===== src/rtl/mem_arbiter.sv =====
// mem_arbiter
// Arbitrates a single shared memory bus between an instruction-fetch
// requester (IF) and a load/store requester (MEM). MEM has fixed priority.
// Each access waits for bus_ack_i; after TIMEOUT bus cycles without an ack
// the access is aborted and reported with err_o alongside the done pulse.
//
// Ports
//   clk, rst                     clock, asynchronous active-high reset
//   if_req_i, if_addr_i          fetch request / word address
//   if_data_o, if_done_o         fetched word, one-cycle completion pulse
//   mem_req_i, mem_we_i,         load/store request, direction, address,
//   mem_addr_i, mem_wdata_i,     store data, byte enables
//   mem_sel_i
//   mem_data_o, mem_done_o       load data, one-cycle completion pulse
//   err_o                        pulses with a done whose access timed out
//   bus_req_o, bus_we_o,         registered shared memory port
//   bus_addr_o, bus_wdata_o,
//   bus_sel_o
//   bus_ack_i, bus_rdata_i       memory completion and read data
//   if_stall_o, mem_stall_o      stall requests to pipeline control
module mem_arbiter #(
    parameter int TIMEOUT = 255
) (
    input  logic        clk,
    input  logic        rst,
    input  logic        if_req_i,
    input  logic [31:0] if_addr_i,
    output logic [31:0] if_data_o,
    output logic        if_done_o,
    input  logic        mem_req_i,
    input  logic        mem_we_i,
    input  logic [31:0] mem_addr_i,
    input  logic [31:0] mem_wdata_i,
    input  logic [3:0]  mem_sel_i,
    output logic [31:0] mem_data_o,
    output logic        mem_done_o,
    output logic        err_o,
    output logic        bus_req_o,
    output logic        bus_we_o,
    output logic [31:0] bus_addr_o,
    output logic [31:0] bus_wdata_o,
    output logic [3:0]  bus_sel_o,
    input  logic        bus_ack_i,
    input  logic [31:0] bus_rdata_i,
    output logic        if_stall_o,
    output logic        mem_stall_o
);

    typedef enum logic [1:0] {
        IDLE    = 2'd0,
        BUS_IF  = 2'd1,
        BUS_MEM = 2'd2
    } state_t;

    // Value of wait_cnt in the last bus cycle an access may still be acked.
    localparam logic [15:0] WAIT_LAST = 16'(TIMEOUT - 1);

    state_t      state;
    logic [15:0] wait_cnt;

    assign if_stall_o  = if_req_i & ~if_done_o;
    assign mem_stall_o = mem_req_i & ~mem_done_o;

    // Arbitration FSM: grants, bus payload latching, completion and timeout.
    // On an ack edge only the *other* requester may be granted, because the
    // completing requester is still presenting its old payload until it sees
    // its done pulse. During the done cycle itself (IDLE) its request is
    // taken as a fresh one.
    always_ff @(posedge clk or posedge rst) begin
        if (rst) begin
            state       <= IDLE;
            wait_cnt    <= 16'd0;
            bus_req_o   <= 1'b0;
            bus_we_o    <= 1'b0;
            bus_addr_o  <= 32'd0;
            bus_wdata_o <= 32'd0;
            bus_sel_o   <= 4'd0;
            if_data_o   <= 32'd0;
            mem_data_o  <= 32'd0;
            if_done_o   <= 1'b0;
            mem_done_o  <= 1'b0;
            err_o       <= 1'b0;
        end else begin
            if_done_o  <= 1'b0;
            mem_done_o <= 1'b0;
            err_o      <= 1'b0;
            case (state)
                IDLE: begin
                    wait_cnt <= 16'd0;
                    if (mem_req_i) begin
                        state       <= BUS_MEM;
                        bus_req_o   <= 1'b1;
                        bus_we_o    <= mem_we_i;
                        bus_addr_o  <= mem_addr_i;
                        bus_wdata_o <= mem_wdata_i;
                        bus_sel_o   <= mem_sel_i;
                    end else if (if_req_i) begin
                        state       <= BUS_IF;
                        bus_req_o   <= 1'b1;
                        bus_we_o    <= 1'b0;
                        bus_addr_o  <= if_addr_i;
                        bus_wdata_o <= 32'd0;
                        bus_sel_o   <= 4'b1111;
                    end else begin
                        bus_req_o <= 1'b0;
                    end
                end
                BUS_IF: begin
                    if (bus_ack_i) begin
                        if_data_o <= bus_rdata_i;
                        if_done_o <= 1'b1;
                        wait_cnt  <= 16'd0;
                        if (mem_req_i) begin
                            state       <= BUS_MEM;
                            bus_we_o    <= mem_we_i;
                            bus_addr_o  <= mem_addr_i;
                            bus_wdata_o <= mem_wdata_i;
                            bus_sel_o   <= mem_sel_i;
                        end else begin
                            state     <= IDLE;
                            bus_req_o <= 1'b0;
                        end
                    end else if (wait_cnt == WAIT_LAST) begin
                        // Abort: report done with error, fetched data untouched.
                        if_done_o <= 1'b1;
                        err_o     <= 1'b1;
                        wait_cnt  <= 16'd0;
                        state     <= IDLE;
                        bus_req_o <= 1'b0;
                    end else begin
                        wait_cnt <= wait_cnt + 16'd1;
                    end
                end
                BUS_MEM: begin
                    if (bus_ack_i) begin
                        // Stores do not disturb the load data register.
                        if (!bus_we_o) begin
                            mem_data_o <= bus_rdata_i;
                        end else begin
                            mem_data_o <= mem_data_o;
                        end
                        mem_done_o <= 1'b1;
                        wait_cnt   <= 16'd0;
                        if (if_req_i) begin
                            state       <= BUS_IF;
                            bus_we_o    <= 1'b0;
                            bus_addr_o  <= if_addr_i;
                            bus_wdata_o <= 32'd0;
                            bus_sel_o   <= 4'b1111;
                        end else begin
                            state     <= IDLE;
                            bus_req_o <= 1'b0;
                        end
                    end else if (wait_cnt == WAIT_LAST) begin
                        mem_done_o <= 1'b1;
                        err_o      <= 1'b1;
                        wait_cnt   <= 16'd0;
                        state      <= IDLE;
                        bus_req_o  <= 1'b0;
                    end else begin
                        wait_cnt <= wait_cnt + 16'd1;
                    end
                end
                default: begin
                    state     <= IDLE;
                    wait_cnt  <= 16'd0;
                    bus_req_o <= 1'b0;
                end
            endcase
        end
    end

endmodule


===== config.mk =====
export PLATFORM = sky130hd
export DESIGN_NAME = mem_arbiter
export DESIGN_NICKNAME = d
export VERILOG_FILES = /design/src/rtl/mem_arbiter.sv
export SDC_FILE = /design/constraint.sdc
export NUM_CORES = 1
export LEC_CHECK = 0
export ABC_AREA = 0
export CORE_ASPECT_RATIO = 1.4
export CORE_MARGIN = 3
export CORE_UTILIZATION = 38
export DETAILED_ROUTE_END_ITERATION = 8
export HOLD_SLACK_MARGIN = 0.05
export PLACE_DENSITY = 0.87
export SYNTH_ARGS = -nofsm -noshare
export SYNTH_HDL_FRONTEND = slang
export SYNTH_SLANG_ARGS = --single-unit

===== constraint.sdc =====
create_clock -name clk -period 4.95 [get_ports clk]
set_input_delay 0.99 -clock clk [delete_from_list [all_inputs] [get_ports clk]]
set_output_delay 0.99 -clock clk [all_outputs]
set_load 0.01 [all_outputs]

==> impl.org <==
** STA
- Tightest Pin Transition :: 1000 ps
- Upper clock frequency limit :: 298 MHz
- The number of hold-slack violations in the final timing report is 0.
- Setup repair after global routing missed its margin :: false
- Final worst path period share :: 67.8%
- The final number of max-transition violations was 0.
- Headroom to the max-slew limit :: 33.0%
- The clock arrives with 7.26 ps of skew.
- Final critical delay including setup and external delays :: 3360 ps
- In the final timing run, aggregate negative setup slack is 0 ps.
- Setup violations remaining at the end of the flow were counted as 0.

** Floorplanning
- The die covers 18,500 um2.
- The floorplan step set the die width to 116 um.
- In this run the vertical extent of the chip is 160 um.
- Number of I/O pins :: 277
- Once the floorplan was initialized, standard cells occupied 39.2% of the core.
- Std cell rows :: 55
- Std-Cell Core Area :: 16,400 um2

** Synth
- After synthesis the netlist holds a flip-flop and latch count of 155.
- In the synthesized netlist the dominant register cell turns out to be sky130_fd_sc_hd__dfrtp_1.
- Mapped cell area :: 6430 um2
- During synthesis, Yosys emitted a total of 0 warnings.
- EDFF count, synth :: 0
- Synthesis produced 460 cells.
- Proportion of register bits with asynchronous set or reset after synthesis :: 100%
- For this run, the register share of the synthesized area comes to 60.4%.
- Syn Nets :: 604
- Average footprint of a synthesized cell :: 14.0 um2
- After synthesis, the netlist uses 42 different library cells.

** Routing
- Total Wirelength :: 17.1 mm
- Ratio of routed vias to standard cells :: 5.16
- The pre-antenna-repair detailed-routing pass consisted of 4 iterations.
- Post-DRT Antenna Nets :: 0
- For this run, design rule violations remaining after detail routing come to 0.
- DRC marker count from the first detailed-route iteration :: 311
- Via count :: 4,873
- Dividing the detail-routed wire length by the instance count gives 18.1 um.

** Critical path
- Measured in cells, the most critical reg-to-reg path has a length of 7.
- STA classifies the critical path endpoint as an output port.
- Critical path required time :: 3960 ps
- Kind of start point of the critical path :: primary input
- Of all nets on the critical path, the largest fanout is 6.
- The largest single stage delay on the critical path is 550 ps.
- At the worst endpoint, the arrival time is 2370 ps.
- The critical path in this run is classified as primary input to output port.
- Most frequent cell on the critical path :: sky130_fd_sc_hd__clkdlybuf4s50_1
- The worst register-to-register path begins at state[1]$_DFFE_PP0P_.
- Critical register-to-register path endpoint :: bus_addr_o[28]$_DFFE_PP0P_
- Crit path max-delay cell type :: sky130_fd_sc_hd__clkdlybuf4s50_1
- Walking the worst path, the cells encountered are clkdlybuf4s50_1, inv_1, nor2_1, clkdlybuf4s50_1.
- Flop2flop setup slack :: 2150 ps

** Layout
- For this run, the number of standard cells in the final layout without fillers is 944.
- Leading cell type in the layout, fill and taps excluded :: sky130_fd_sc_hd__clkdlybuf4s50_1
- Share of cells above drive strength 1 :: 14.6%
- Growth of design area from synthesis to finish :: 53.4%
- Commonest cells after routing, fill and taps aside :: sky130_fd_sc_hd__clkdlybuf4s50_1 (276), sky130_fd_sc_hd__dfrtp_1 (155), sky130_fd_sc_hd__mux2_2 (62)
- Summing all flip-flop and latch instances after layout gives 3880 um2.
- Final design area excluding fillers :: 9860 um2
- Total of fill cells in the finished design :: 1,270
- The number of antenna diodes in the final layout is 0.
- Net total in the final layout :: 876
- Multi-input combinational cell area :: 2300 um2

** Hold path
- Endpoint, Worst Hold :: bus_wdata_o[0]$_DFFE_PP0P_
- Min-Delay Startpoint :: bus_wdata_o[0]$_DFFE_PP0P_
- HP Class :: flop to flop
- Worst hold path cell count :: 1

** Clocking
- In this run the deepest clock path goes through 2 buffers.
- Max H-tree Level :: 4
- Clock root buffer :: sky130_fd_sc_hd__clkbuf_16
- Number of clock sinks seen by CTS :: 155
- Clock-pin slew was measured on the worst setup and hold paths at 70 ps.
- TritonCTS clock tree :: built
- Gates resized during post-CTS repair numbered 0.
- CTS buffer count :: 17
- Cts-stage hold buffer count :: 0
- Post-CTS timing repair inserted 0 buffers for setup.
- At the later pin of the worst-skew pair, clock insertion delay measures 420 ps.

** Global route
- Entering global routing, the biggest net connects 81 pins.
- In the global route stage, overall resource usage came out at 18.5%.
- The number of antenna violations at the first check in global routing came to 0.
- Via count of the first global-routing pass :: 5,207
- The first global-routing pass estimated 27.1 mm of wire.
- Total congestion overflow after global routing :: 0

** Pwr
- For this design the static power due to leakage is 4.19 nW.
- The worst-case IR drop observed on VDD is 0.000491 V.
- After layout, the design draws a total of 6.42 mW.
- For this design the ratio of total power to cell area is 652 nW/um2.

** Place
- Once placement completed, the tool counted placed cells totaling 912.
- HPWL after detailed placement :: 12.3 mm
- At the end of routability-driven placement, the weighted congestion stood at 0.868.
- After detailed placement, the total cell area comes to 9280 um2.
- Buffers placed on the I/O ports in this run total 276.

** Status
- The flow ran to the end, and the final reports show no timing, DRC or antenna violations.

** Flow run
- Maxcap violations :: 0
## state kept, by name, indices dropped and copies added (netlist names)
signal / count
bus_wdata_o: 32
bus_we_o: 1
mem_data_o: 32
if_data_o: 32
wait_cnt: 16
state: 2
if_done_o: 1
bus_sel_o: 4
bus_req_o: 1
bus_addr_o: 32
err_o: 1
mem_done_o: 1
## through the flow
step	hold slack (ps)	setup slack (ps)	util [%]
after floorplan	482	2000	-
after global placement	481	1610	56.7
after detailed placement	481	1580	56.7
after CTS	506	1600	60.2
after global routing	510	1510	60.2
final	500	1590	60.2
## synth_stat cells (2+ instances only)
cell type	instances	share of area, %
sky130_fd_sc_hd__dfrtp_1	155	60
sky130_fd_sc_hd__mux2_2	62	11
sky130_fd_sc_hd__a221o_1	37	5.8
sky130_fd_sc_hd__a22o_1	34	4.6
sky130_fd_sc_hd__and2_1	34	3.3
sky130_fd_sc_hd__nor2_1	21	1.2
sky130_fd_sc_hd__buf_6	10	1.8
sky130_fd_sc_hd__buf_2	9	0.70
sky130_fd_sc_hd__xnor2_1	9	1.2
sky130_fd_sc_hd__inv_1	8	0.47
sky130_fd_sc_hd__nand2_1	8	0.47
sky130_fd_sc_hd__buf_4	6	0.70
sky130_fd_sc_hd__ha_1	6	1.2
sky130_fd_sc_hd__nor3_1	6	0.47
sky130_fd_sc_hd__clkbuf_1	4	0.23
sky130_fd_sc_hd__nand3_1	4	0.31
sky130_fd_sc_hd__nor2b_1	4	0.39
sky130_fd_sc_hd__nor4_1	4	0.39
sky130_fd_sc_hd__xor2_1	4	0.55
sky130_fd_sc_hd__a21oi_1	3	0.23
sky130_fd_sc_hd__mux2_1	3	0.53
sky130_fd_sc_hd__nand4_1	3	0.29
sky130_fd_sc_hd__o21ai_0	3	0.23
sky130_fd_sc_hd__mux2i_1	2	0.31
sky130_fd_sc_hd__nand4b_1	2	0.27
sky130_fd_sc_hd__or2_2	2	0.19
sky130_fd_sc_hd__or4_1	2	0.23
## power breakdown
| group | switching [mW] | internal (mW) |
|---|---|---|
| Clock | 0.565 | 0.712 |
| Sequential | 0.313 | 1.83 |
| Combinational | 1.30 | 1.71 |
| Total | 2.17 | 4.25 |
## logic make-up after synthesis
| family | share of synthesized area (%) |
|---|---|
| DFF | 60.4 |
| xor gates and xnor gates | 1.77 |
| AOI/OAI and AO/OA | 11.9 |
| adders and majority gates | 1.17 |
| buffers and inverters | 3.86 |
| muxes | 11.7 |
| and+or+nand+nor | 9.21 |
## worst max-delay path by stage
| stage | startpoint | depth (start not counted) | slack [ps] | to |
|---|---|---|---|---|
| 2_1_floorplan | rst | 1 | 2000 | bus_addr_o[0]$_DFFE_PP0P_ |
| 3_3_place_gp | mem_req_i | 4 | 1610 | mem_stall_o |
| 3_5_place_dp | mem_req_i | 6 | 1580 | bus_addr_o[23]$_DFFE_PP0P_ |
| 4_1_cts | mem_req_i | 4 | 1600 | mem_stall_o |
| 5_1_grt | mem_req_i | 4 | 1510 | mem_stall_o |
| 6_report | mem_req_i | 4 | 1590 | mem_stall_o |
## area by class of cell
type / instances / share of cell area [%]
tap: 199 / 2.53
clock buffer: 17 / 4.31
multi-input combinational: 268 / 23.3
timing repair buffer: 282 / 28.6
clock inverter: 15 / 1.55
inverter: 8 / 0.343
sequential: 155 / 39.3
## metal layers
layer / up-vias / wire [um] / track usage [%]
met4: 0 / 463 / 6.91
met3: 35 / 1360 / 5.57
met5: - / 0 / 0
met2: 239 / 8880 / 32.0
li1: 2229 / - / -
met1: 2370 / 6410 / 21.4
## critical path, delay by kind of cell
family | cells | cell delay [ps]
buf+inv | 3 | 1240
simple gates | 1 | 130
No activity file was read; power rests on OpenSTA's default activity.
